==> src/rtl/pu_riscv_dext_q.sv <==
// Queued data external access: request FIFO toward the AHB-Lite BIU plus an in-order
// tracking FIFO of outstanding transactions. Optional macro: PU_RISCV_DEXT_ERR_CAPTURE_EN.
module pu_riscv_dext_q #(
  parameter int XLEN    = 64,
  parameter int PLEN    = 64,
  parameter int QDEPTH  = 4,
  parameter int MAXINFL = 4
) (
  input  logic            clk_i,
  input  logic            rst_ni,
  input  logic            clr_i,
  input  logic            mem_req_i,
  input  logic [XLEN-1:0] mem_adr_i,
  input  logic [2:0]      mem_size_i,
  input  logic [2:0]      mem_type_i,
  input  logic            mem_lock_i,
  input  logic [2:0]      mem_prot_i,
  input  logic            mem_we_i,
  input  logic [XLEN-1:0] mem_d_i,
  output logic            mem_rdy_o,
  output logic            mem_adr_ack_o,
  output logic [PLEN-1:0] mem_adr_o,
  output logic [XLEN-1:0] mem_q_o,
  output logic            mem_ack_o,
  output logic            mem_err_o,
  output logic            busy_o,
  output logic            biu_stb_o,
  input  logic            biu_stb_ack_i,
  output logic [PLEN-1:0] biu_adri_o,
  input  logic [PLEN-1:0] biu_adro_i,
  output logic [2:0]      biu_size_o,
  output logic [2:0]      biu_type_o,
  output logic [2:0]      biu_prot_o,
  output logic            biu_lock_o,
  output logic            biu_we_o,
  output logic [XLEN-1:0] biu_d_o,
  input  logic [XLEN-1:0] biu_q_i,
  input  logic            biu_ack_i,
  input  logic            biu_err_i,
  input  logic            err_clr_i,
  output logic            err_vld_o,
  output logic [PLEN-1:0] err_adr_o
);

  localparam int QAW = $clog2(QDEPTH);
  localparam int QCW = QAW + 1;
  localparam int TAW = (MAXINFL > 1) ? $clog2(MAXINFL) : 1;
  localparam int TCW = $clog2(MAXINFL) + 1;

  typedef struct packed {
    logic [XLEN-1:0] adr;
    logic [2:0]      size;
    logic [2:0]      typ;
    logic            lock;
    logic [2:0]      prot;
    logic            we;
    logic [XLEN-1:0] d;
  } req_t;

  // Handshakes: a CPU request transfers when mem_req_i && mem_rdy_o; a BIU strobe
  // transfers when biu_stb_o && biu_stb_ack_i. Neither valid depends on its ready.
  req_t            q_mem [QDEPTH];
  logic [QAW-1:0]  q_wr, q_rd;
  logic [QCW-1:0]  q_cnt;
  logic            q_full, q_empty, enq, deq, lock_ok;
  req_t            head;
  logic [PLEN+XLEN-1:0] head_adr_ext;

  logic [TAW-1:0]     t_wr, t_rd;
  logic [TCW-1:0]     infl_cnt;
  logic [MAXINFL-1:0] t_dis;
  logic               resp, pop, pop_dis;

  function automatic logic [TAW-1:0] t_nxt(input logic [TAW-1:0] p);
    return (p == TAW'(MAXINFL - 1)) ? '0 : p + TAW'(1);
  endfunction

  assign q_full        = (q_cnt == QCW'(QDEPTH));
  assign q_empty       = (q_cnt == '0);
  assign head          = q_mem[q_rd];
  assign mem_rdy_o     = !q_full && !clr_i;
  assign enq           = mem_req_i && mem_rdy_o;
  assign mem_adr_ack_o = enq;

  // A locked access waits until every earlier transaction has completed.
  assign lock_ok   = !head.lock || (infl_cnt == '0);
  assign biu_stb_o = !q_empty && (infl_cnt < TCW'(MAXINFL)) && !clr_i && lock_ok;
  assign deq       = biu_stb_o && biu_stb_ack_i;

  assign head_adr_ext = {{PLEN{1'b0}}, head.adr};
  assign biu_adri_o   = head_adr_ext[PLEN-1:0];
  assign biu_size_o   = head.size;
  assign biu_type_o   = head.typ;
  assign biu_prot_o   = head.prot;
  assign biu_lock_o   = head.lock;
  assign biu_we_o     = head.we;
  assign biu_d_o      = head.d;

  always_ff @(posedge clk_i) begin
    if (!rst_ni || clr_i) begin
      q_wr  <= '0;
      q_rd  <= '0;
      q_cnt <= '0;
    end else begin
      if (enq) q_wr <= q_wr + QAW'(1);
      if (deq) q_rd <= q_rd + QAW'(1);
      if (enq && !deq)      q_cnt <= q_cnt + QCW'(1);
      else if (!enq && deq) q_cnt <= q_cnt - QCW'(1);
    end
  end

  always_ff @(posedge clk_i) begin
    if (enq) q_mem[q_wr] <= {mem_adr_i, mem_size_i, mem_type_i, mem_lock_i,
                             mem_prot_i, mem_we_i, mem_d_i};
  end

  assign resp    = biu_ack_i || biu_err_i;
  assign pop     = resp && (infl_cnt != '0);
  assign pop_dis = t_dis[t_rd];

  // A flush cannot coincide with a push because the strobe is gated by clr_i.
  always_ff @(posedge clk_i) begin
    if (!rst_ni) begin
      t_wr     <= '0;
      t_rd     <= '0;
      infl_cnt <= '0;
      t_dis    <= '0;
    end else begin
      if (deq) t_wr <= t_nxt(t_wr);
      if (pop) t_rd <= t_nxt(t_rd);
      if (deq && !pop)      infl_cnt <= infl_cnt + TCW'(1);
      else if (!deq && pop) infl_cnt <= infl_cnt - TCW'(1);
      if (clr_i)    t_dis       <= '1;
      else if (deq) t_dis[t_wr] <= 1'b0;
    end
  end

  assign mem_ack_o = pop && !pop_dis && !clr_i && biu_ack_i && !biu_err_i;
  assign mem_err_o = pop && !pop_dis && !clr_i && biu_err_i;
  assign mem_adr_o = biu_adro_i;
  assign mem_q_o   = biu_q_i;
  assign busy_o    = !q_empty || (infl_cnt != '0);

`ifdef PU_RISCV_DEXT_ERR_CAPTURE_EN
  logic [PLEN-1:0] t_adr [MAXINFL];

  always_ff @(posedge clk_i) begin
    if (deq) t_adr[t_wr] <= biu_adri_o;
  end

  // The first reported error sticks until cleared; a new capture beats a clear.
  always_ff @(posedge clk_i) begin
    if (!rst_ni) begin
      err_vld_o <= 1'b0;
      err_adr_o <= '0;
    end else if (mem_err_o && !err_vld_o) begin
      err_vld_o <= 1'b1;
      err_adr_o <= t_adr[t_rd];
    end else if (err_clr_i) begin
      err_vld_o <= 1'b0;
      err_adr_o <= '0;
    end
  end
`else
  assign err_vld_o = 1'b0;
  assign err_adr_o = '0;
`endif

  logic unused_bits;
  assign unused_bits = ^{err_clr_i, head_adr_ext[PLEN+XLEN-1:PLEN]};

endmodule

==> config.mk <==
export PLATFORM = sky130hd
export DESIGN_NAME = pu_riscv_dext_q
export DESIGN_NICKNAME = d
export VERILOG_FILES = /design/src/rtl/pu_riscv_dext_q.sv
export SDC_FILE = /design/constraint.sdc
export NUM_CORES = 1
export LEC_CHECK = 0
export CORE_ASPECT_RATIO = 1.25
export CORE_MARGIN = 1
export CORE_UTILIZATION = 25
export CTS_CLUSTER_SIZE = 10
export DETAILED_ROUTE_END_ITERATION = 6
export DONT_BUFFER_PORTS = 1
export PLACE_DENSITY = 0.43
export SLEW_MARGIN = 10
export SYNTH_ARGS = -nofsm -noshare
export SYNTH_HDL_FRONTEND = slang
export SYNTH_SLANG_ARGS = --single-unit
==> constraint.sdc <==
create_clock -name clk_i -period 5.71 [get_ports clk_i]
set_clock_uncertainty 0.2 [all_clocks]
set_input_delay 0.571 -clock clk_i [delete_from_list [all_inputs] [get_ports clk_i]]
set_output_delay 0.571 -clock clk_i [all_outputs]
set_load 0.02 [all_outputs]
== Word-level counts from Yosys, hierarchy flattened ==
Memory sizes are Yosys's and may differ from the RTL's. A register that Yosys moved wholly into a read port is not among the register bits.
Cells that the tools add are included.
Cells by class
  reductions and logical operators: 37
  order comparisons: 4
  multiplexer cells: 16
  equality and inequality tests: 3
  bitwise gates (word level): 2
  $add $sub $neg: 8
Operator list (count)
  logical AND 1 bit: 17
  2-to-1 mux 3 bit: 4
  zero test 1 bit: 10
  adder 2 x 1 -> 2 bit (second input constant): 4
  2-to-1 mux 2 bit: 4
  2-to-1 mux 4 bit: 2
  adder 3 x 1 -> 3 bit (second input constant): 2
  zero test 3 bit: 2
  < comparator 2 x 3 -> 1 bit (second input constant): 2
  nonzero test 2 bit: 3
  subtractor 3 x 1 -> 3 bit (second input constant): 2
  AND 4 bit: 1
  == test 2 bit (second input constant): 2
  logical OR 1 bit: 4
  2-to-1 mux 1 bit: 4
  inverter 4 bit: 1
  == test 3 bit (second input constant): 1
  < comparator 3 bit (second input constant): 1
  nonzero test 3 bit: 1
  binary-select mux 1 bit (select 2 bit): 1
  demux 1 bit (select 2 bit): 1
  >= comparator 2 x 1 -> 1 bit (second input constant): 1
Word-level totals
  output and inout bits: 338
  input bits: 275
  memories kept: 1
  logic and storage cells: 78
  register bits after elaboration: 18
  memory bits (writable): 556
Memories
  q_mem: depth 4, width 139, rd ports 1, clocked after Yosys merged registers in 1, write ports 1, line 62  | req_t q_mem [QDEPTH];

== Longest topological paths before layout ==
Gate-level depths: netlist (run 1).
  depth in word-level cells: 10
  depth in mapped cells: 10

== Least setup slack after synthesis (run 1) ==
No wires, ideal clock.
  kind: input to register
  start: in mem_req_i
  end: mem q_mem[2][0] (netlist bit), enable pin
  stages on the path: 3
  path slack: 0.393 ns
  setup time: 0.515 ns
  required time: 4.995 ns
  arrival time: 4.602 ns
  cells stage by stage: inv_1 -> nor3_1 -> and2_1
Between the ends
  cells in the longest elaborated chain, start to end: 3
Ends and longest elaborated chain
  start, declared: line 12  | input logic mem_req_i,
  logical AND 1 bit: line 82  | assign enq = mem_req_i && mem_rdy_o;
  net mem_adr_ack_o: line 21  | output logic mem_adr_ack_o,
  2-to-1 mux 1 bit: line 113  | if (enq) q_mem[q_wr] <= {mem_adr_i, mem_size_i, mem_type_i, mem_lock_i,
  2-to-1 mux 1 bit (implied by the code): line 113
  end, declared: line 62
The timed path passes the listed nets, and every way through them passes these cells.

==> impl_metrics.ini, run 1 <==
[outcome]
outcome = completed

[grt]
grt_pass1_vias = 10300
grt_start_max_net_pins = 75
gr-total-overflow = 0
antenna_found_initial = 13
grt.total_usage_pct = 13.2
grt_pass1_wl_um = 83500

[synthesis]
yosys-top-cells-area = edfxtp_1, mux4_2, buf_4, dfxtp_1, ha_1
synth.cell_area_um2 = 22500
synth_most_common_cell = edfxtp_1
muxShareOfSynthArea_pct = 14.3
yosysTopAreaCellShare_pct = 74.1
synth_compound_area_share_pct = 0.655
yosys-top-cells-count = edfxtp_1, buf_4, mux4_2
synthAdderAreaFrac_pct = 0.789
yosys.area_share.simple_pct = 0.927
yosys.area_share.xor_xnor_pct = 0.155
synth_top_family_by_area = multiplexers
ys_async_sr_fraction_pct = 0
synthDistinctLibCells = 35
synth_seq_area_share_pct = 75.9
ys_ff_latch = 576
synth_edf_count = 556
synth-main-ff-cell = edfxtp_1
syn_inst = 1037
synth_warnings = 0
synth_area_per_cell_um2 = 21.7
yosysTopAreaCell = edfxtp_1

[die]
ioPinCount = 613
die_h_um = 338
rows = 122
start_util_pct = 25.4
core-area_um2 = 88800
die-area_um2 = 91300
die_x_um = 271

[placement]
dp_hpwl_um = 41700
pre_cts_slack_ps = 1810
placed_cell_area_um2 = 22900
placed_cells = 2078
place.gp.congestion = 0.713
port_buffers = 0

[clocking]
cts_made_buffers = 70
htreeDepth = 3
clkSinkCount = 576
cts.clk_slew.worst_paths_ps = 50
cts_tree = done
cts.path.max_buffers = 3
worstSkewPairLatency_ps = 590
clockRootBuffer = clkbuf_16
post_cts_buffers = 0

[sta]
hold_viol_final = 0
period_minus_slack_ps = 3870
worst_pin_slew_ps = 1000
setup_viol = 0
final.setup.tns_ps = 0
slew_violations = 0
finalCritPeriodShare_pct = 67.8
fmax_ghz = 0.258
holdWs_ps = 52.5
maxSlewHeadroom_pct = 32.2
fin_ws_ps = 1840
rsz0062_at_grt = false

[hold_path]
min_from = biu_stb_ack_i
hold_depth = 3
hold_class = in -> reg

[setup_path]
startpoint_type = register
critPathMaxFanout = 36
end_kind = output pin
r2r_slack_ps = 1970
worst-r2r-cell-count = 8
crit_type = reg -> out
arrival_ps = 3100
critPathRequiredTime_ps = 4940
timing.rr.end = infl_cnt[2]

[routing]
first_pass_iters = 6
dr_total_vias = 9713
first_iter_violations = 455
ant_nets = 0
wl_per_cell_um = 26.5
drt_wl_total_um = 61400
drt_drc_violations_left = 0
viasPerCell = 4.19

[layout]
area_growth_pct = 16.9
stdcell_count = 2316
drive_above_1_share_pct = 22.3
fin_nets = 1402
fin_area_um2 = 26300
final_util_pct = 29.6

[power]
power.density_nw_per_um2 = 350
p_sw_mw = 2.04
pwr-share-comb_pct = 6.0
switching_share_pct = 22.1
power.clock.fraction_pct = 42.5
power_mw = 9.23
power_leakage_nw = 8.10
power.internal_mw = 7.19
peakVddDrop_mv = 0.209
power_frac_seq_pct = 51.5

[run]
cap_violations = 0
-- power groups by stage --
| stage | combinational [mW] | clock, mW | sequential, mW |
|---|---|---|---|
| after floorplan | 0.505 | 0 | 4.84 |
| after global placement | 0.436 | 0 | 4.84 |
| after detailed placement | 0.441 | 0 | 4.84 |
| after CTS | 0.574 | 4.07 | 4.76 |
| after global routing | 0.602 | 4.22 | 4.76 |
| final | 0.554 | 3.92 | 4.76 |
-- worst max-delay path, stage by stage (launching register included) --
cell and delay (ps):
dfxtp_4 350, buf_4 570, buf_4 730, mux4_2 710
-- routing by layer --
layer	GRT usage, %	wire [µm]
met1	12.4	19200
met2	24.6	33600
met3	5.64	6010
met4	6.12	2500
met5	0	47
-- layout make-up --
type / instances / area (µm²)
antenna: 2 / 5.00
clock buffer: 80 / 1790
clock inverter: 14 / 173
fill: 8699 / 62500
inverter: 10 / 37.5
multi-input combinational: 289 / 4060
sequential: 576 / 17100
tap: 1178 / 1470
timing repair buffer: 167 / 1700
-- how the worst max path moves through the flow --
stage / startpoint / endpoint / slack [ps] / cells after the start
detailed placement: register / infl_cnt[2] / 1810 / 8
finish: register / biu_adri_o[13] / 1840 / 3
global route: register / biu_adri_o[13] / 1540 / 3
CTS: register / biu_d_o[56] / 1640 / 3
floorplan: mem_req_i / q_mem[2][0] / 390 / 3
global placement: register / infl_cnt[2] / 1840 / 8
-- registers in the layout, indices dropped and copies added (netlist names), named ones only --
signal / flops
infl_cnt: 3
t_rd: 2
q_mem: 556
t_dis: 4
q_cnt: 3
q_rd: 2
q_wr: 2
t_wr: 2
-- layout by cell type, fill, tap and decap left out, types with 2 or more instances in the layout --
cell type        n
buf_4           18
dlygate4sd3_1  142
clkinv_1         5
clkbuf_16       70
a21boi_0         2
and2_4           4
dfxtp_4          2
ha_1            11
nor3_1           2
clkbuf_1        10
nor2_1           4
inv_1           10
nand2_1          9
mux2i_1          8
a21oi_1          7
nor2b_1          3
diode_2          2
nand2b_1         4
clkinv_2         2
mux4_2         140
o21ai_0          6
dfxtp_1         18
xor2_1           3
fa_1             2
clkinv_16        2
edfxtp_1       556
or3_1            4
nand4_1          2
o31ai_1          2
buf_12           7
conb_1          65
-- cells by family (layout without fill, tap and decap cells) --
logic type / Yosys count / count (layout)
flops: 576 / 576
buf+inv: 236 / 271
mux: 148 / 148
simple gates: 38 / 38
compound gates: 21 / 21
fa+ha+maj: 13 / 13
xor+xnor: 4 / 4
other cells: 1 / 67
-- what timing repair did --
| action | in CTS | in global routing |
|---|---|---|
| hold buffers | 142 | 0 |
| gates resized for setup | 0 | 0 |
| setup endpoints to repair | 0 | 0 |
| hold endpoints to repair | 576 | 0 |
No activity file was read; power rests on OpenSTA's default activity.
==> inputs of run 2 (changes only) <==
--- a/config.mk
+++ b/config.mk
@@ -11,7 +11,7 @@
 export CTS_CLUSTER_SIZE = 10
 export DETAILED_ROUTE_END_ITERATION = 6
 export DONT_BUFFER_PORTS = 1
-export PLACE_DENSITY = 0.43
+export PLACE_DENSITY = 0.45
 export SLEW_MARGIN = 10
 export SYNTH_ARGS = -nofsm -noshare
 export SYNTH_HDL_FRONTEND = slang
==> constraint.sdc (replaced) <==
create_clock -name clk_i -period 3.25 [get_ports clk_i]
set_clock_uncertainty 0.2 [all_clocks]
set_input_delay 0.325 -clock clk_i [delete_from_list [all_inputs] [get_ports clk_i]]
set_output_delay 0.325 -clock clk_i [all_outputs]
set_load 0.02 [all_outputs]
==> run 2 against run 1 <==
Sequential share of layout area is 0.74 points lower. Routed wire length shrank 1.9%. Core utilization up 0.34 points. Global-route usage down 0.36 points. Final area up 1.2%. Power rose by 76%. Via count is 0.60% higher. Sequential power is 75% higher. Worst setup slack lost 1600 ps. Critical endpoint is now mem_ack_o. Highest routed layer unchanged.
==> impl_metrics.ini, run 2 (synthesized netlist as in run 1, its figures left out) <==
[sta]
rsz0062_at_grt = false
fmax_ghz = 0.331
period_minus_slack_ps = 3020
worst_pin_slew_ps = 977
maxSlewHeadroom_pct = 34.8
fin_ws_ps = 228
final.setup.tns_ps = 0
setup_viol = 0
finalCritPeriodShare_pct = 93.0
slew_violations = 0
hold_viol_final = 0

[layout]
drive_above_1_share_pct = 23.2
largest-register = q_mem
stdcell_count = 2345
fin_nets = 1423
layout.cells.most_common_list = edfxtp_1, dlygate4sd3_1, mux4_2
largest_register_ffs = 556
final_common_cell = edfxtp_1
reg.largest.list = q_mem (556), t_dis (4)
area_growth_pct = 18.2

[clocking]
post_cts_buffers = 0
htreeDepth = 3
cts_tree = done
cts.path.max_buffers = 3
cts.clk_slew.worst_paths_ps = 50
worstSkewPairLatency_ps = 590
clkSinkCount = 576
clockRootBuffer = clkbuf_16
cts_made_buffers = 69

[die]
die-area_um2 = 91300
die_x_um = 271
die_h_um = 338
start_util_pct = 25.4
core-area_um2 = 88800
rows = 122
ioPinCount = 613

[power]
peakVddDrop_mv = 0.389
p_sw_mw = 3.53
power_frac_seq_pct = 51.5
power_leakage_nw = 8.23
power.density_nw_per_um2 = 609
pwr-share-comb_pct = 6.4
switching_share_pct = 21.8
power_mw = 16.2
power.clock.fraction_pct = 42.2
power.internal_mw = 12.7

[placement]
place.gp.congestion = 0.735
placed_cells = 2096
port_buffers = 0
pre_cts_slack_ps = 313
dp_hpwl_um = 41800

[run]
cap_violations = 0

[routing]
first_pass_iters = 5
drt_wl_total_um = 60200
ant_nets = 0
drt_drc_violations_left = 0
wl_per_cell_um = 25.7
dr_total_vias = 9771
viasPerCell = 4.17
first_iter_violations = 541

[hold_path]
hold_class = in -> reg
min_from = clr_i
min_to = q_cnt[1]
hold_depth = 4

[setup_path]
crit_type = reg -> out
end_kind = output pin
critPathRequiredTime_ps = 2720
startpoint_type = register
worst-r2r-cell-count = 8
r2r_slack_ps = 360
timing.rr.end = infl_cnt[2]
critPathMaxFanout = 6
arrival_ps = 2500

[grt]
grt_pass1_vias = 10500
grt.total_usage_pct = 12.9
grt_pass1_wl_um = 82400
gr-total-overflow = 0
grt_start_max_net_pins = 74
antenna_found_initial = 13

[outcome]
outcome = completed
## run 2: critical path, stage by stage, from the launching register on
cell and delay (ps):
dfxtp_1 410, o32ai_1 110, dlygate4sd3_1 550, buf_4 160, nor4_1 450, buf_4 230
## run 2: final cells by class
type | count | area [µm²]
multi-input cells | 289 | 4060
flip-flops and latches | 576 | 17100
repair buffers | 189 | 2010
clock buffers | 92 | 1880
inverters | 10 | 37.5
well taps | 1178 | 1470
fillers | 8625 | 62200
clock inverters | 6 | 70.1
diodes | 5 | 12.5
## run 2: power by group through the flow
stage               logic (mW)  registers [mW]  clock network (mW)
CTS                       1.06            8.35                7.08
global placement         0.798            8.50                   0
floorplan                0.887            8.50                   0
detailed placement       0.811            8.51                   0
global route              1.12            8.36                7.29
finish                    1.04            8.35                6.84
## run 2: worst max-delay path by stage
| stage | start | end | cells after the start |
|---|---|---|---|
| after floorplan | q_cnt[0] | q_mem[2][0] | 3 |
| after global placement | register | infl_cnt[2] | 8 |
| after detailed placement | register | infl_cnt[2] | 8 |
| after CTS | infl_cnt[0] | mem_err_o | 5 |
| after global routing | infl_cnt[0] | mem_err_o | 5 |
| final | infl_cnt[0] | mem_ack_o | 5 |
## run 2: through the flow
step	utilization, %	hold WS (ps)	instance area, µm²
after CTS	30.0	94.4	26600
after global routing	30.0	149	26600
after floorplan	-	224	22800
final	30.0	149	26600
after detailed placement	26.1	224	23200
after global placement	26.1	224	23200
## run 2: routing by layer
layer	track usage [%]	vias up	wire length (µm)
met4	6.76	4	2790
met2	23.7	442	32700
met1	12.3	5064	19500
met3	5.00	154	5230
li1	-	4107	-
met5	0	-	23
## run 2: timing repair
| action | in CTS | in global routing |
|---|---|---|
| endpoints found under the hold margin | 576 | 0 |
| gates resized for setup | 0 | 0 |
| hold buffers | 146 | 0 |
==> inputs of run 3 (changes only) <==
==> constraint.sdc (replaced) <==
create_clock -name clk_i -period 3.25 [get_ports clk_i]
set_clock_uncertainty 0.2 [all_clocks]
set_input_delay 0.1625 -clock clk_i [delete_from_list [all_inputs] [get_ports clk_i]]
set_output_delay 0.1625 -clock clk_i [all_outputs]
set_load 0.02 [all_outputs]
==> run 3 against run 2 <==
Core utilization is essentially flat. Non-clock buffer count rose by 2. Combinational power barely moved. Critical path depth up 6. Count of clock-buffer cells in the layout fell by 7. Routed wire length is 0.68% lower. Worst setup slack lost 59 ps. Largest cell class unchanged. Die area unchanged.
==> impl_metrics.ini, run 3 (synthesized netlist as in run 1, its figures left out) <==
[layout]
drive_above_1_share_pct = 23.7
final_common_cell = edfxtp_1
area_growth_pct = 18.3
reg.largest.list = q_mem (556), t_dis (4)
layout.cells.most_common_list = edfxtp_1, dlygate4sd3_1, mux4_2
num-fill-cells = 8639
largest_register_ffs = 556
fin_area_um2 = 26700
fin_nets = 1425
largest-register = q_mem
stdcell_count = 2341

[clocking]
clockRootBuffer = clkbuf_16
cts_made_buffers = 69
cts.path.max_buffers = 3
cts.clk_slew.worst_paths_ps = 60
htreeDepth = 3
clkSinkCount = 576
cts_tree = done
worstSkewPairLatency_ps = 610

[die]
ioPinCount = 613
die-area_um2 = 91300
rows = 122
die_h_um = 338
start_util_pct = 25.4
die_x_um = 271
core-area_um2 = 88800

[power]
power_leakage_nw = 8.25
power.density_nw_per_um2 = 610
peakVddDrop_mv = 0.410

[routing]
viasPerCell = 4.19
ant_nets = 0
first_pass_iters = 4
drt_wl_total_um = 59800
drt_drc_violations_left = 0
dr_total_vias = 9809
first_iter_violations = 518
wl_per_cell_um = 25.6

[placement]
place.gp.congestion = 0.719
dp_hpwl_um = 41500
pre_cts_slack_ps = 255
placed_cell_area_um2 = 23200
placed_cells = 2095
port_buffers = 0

[sta]
hold_viol_final = 0
slew_violations = 0
fin_ws_ps = 169
setup_viol = 0
period_minus_slack_ps = 3080
holdWs_ps = 59.1
finalCritPeriodShare_pct = 94.8
maxSlewHeadroom_pct = 46.4
fmax_ghz = 0.325
worst_pin_slew_ps = 804

[setup_path]
timing.rr.end = q_cnt[2]
arrival_ps = 3410
end_kind = register
critPathMaxFanout = 9
cp-endpoint = q_cnt[2]
crit_type = reg -> reg
worst-r2r-cell-count = 11
r2r_slack_ps = 170
startpoint_type = register
critPathRequiredTime_ps = 3580

[grt]
grt.total_usage_pct = 12.8
gr-total-overflow = 0
antenna_found_initial = 11
grt_pass1_vias = 10400
grt_start_max_net_pins = 97
grt_pass1_wl_um = 81900

[hold_path]
hold_class = in -> reg

[outcome]
outcome = completed

[run]
cap_violations = 0
## run 3: changes by cell type in the layout (fill, tap and decap cells not counted), sizes merged
cell	previous run	this run
buf	43	45
clkinv	5	8
diode	5	1
clkbuf	92	85
clkinvlp	1	0
inv	10	13
## run 3: layer usage
metal	wire (µm)	GRT usage, %	up-vias	share of wire (%)
met5	11	0	-	0.018
met3	5190	4.88	142	8.7
met4	2580	6.49	2	4.3
met1	19100	12.2	5110	32
li1	-	-	4117	-
met2	32900	23.7	438	55
## run 3: final cells by class
cell class | count | area (µm²) | share of cell area (%)
well taps | 1178 | 1470 | 5.53
clock inverters | 11 | 124 | 0.465
diodes | 1 | 2.50 | 0.00939
inverters | 10 | 37.5 | 0.141
multi-input cells | 289 | 4060 | 15.2
flip-flops and latches | 576 | 17100 | 64.2
clock buffers | 85 | 1840 | 6.90
repair buffers | 191 | 2010 | 7.56
## run 3: through the flow
step	total power [mW]	TNS, ps	utilization (%)
6_report	16.3	0	30.0
5_1_grt	16.8	-12.5	30.0
4_1_cts	16.5	0	30.0
3_5_place_dp	9.31	0	26.1
3_3_place_gp	9.29	0	26.1
2_1_floorplan	9.39	-235870	-
## run 3: power breakdown
part / internal [mW] / switching, mW / total, mW / leakage, nW
sequential: 8.30 / 0.0575 / 8.35 / 5.21
clock: 3.98 / 2.87 / 6.86 / 0.954
combinational: 0.406 / 0.632 / 1.04 / 2.08
total: 12.7 / 3.56 / 16.3 / 8.25
## run 3: critical path, stage by stage, from the launching register on
cell and delay [ps]:
dfxtp_4 360, mux4_2 650, a2111oi_4 430, buf_4 170
buf_4 170, inv_1 60, ha_1 200, inv_1 80
fa_1 180, xor2_1 70, or3_1 300, a21oi_1 150
## run 3: how the worst min path moves through the flow
stage | start | end | slack (ps) | cells past startpoint
2_1_floorplan | mem_d_i[0] | q_mem[0][0] | 60 | 0
3_3_place_gp | mem_we_i | q_mem[1][64] | 60 | 0
3_5_place_dp | mem_we_i | q_mem[1][64] | 60 | 0
4_1_cts | mem_adr_i[30] | q_mem[0][105] | 9 | 1
5_1_grt | mem_adr_i[50] | q_mem[2][125] | 40 | 1
6_report | mem_adr_i[30] | q_mem[0][105] | 60 | 1
## run 3: repair_timing
| action | 4_1_cts | 5_1_grt |
|---|---|---|
| hold endpoints to repair | 576 | 0 |
| endpoints found under the setup margin | 53 | 9 |
| resized for setup | 3 | 3 |
| hold buffers | 147 | 0 |
| pin swaps | 0 | 3 |
| gates cloned | 0 | 0 |
| buffers inserted | 0 | 3 |
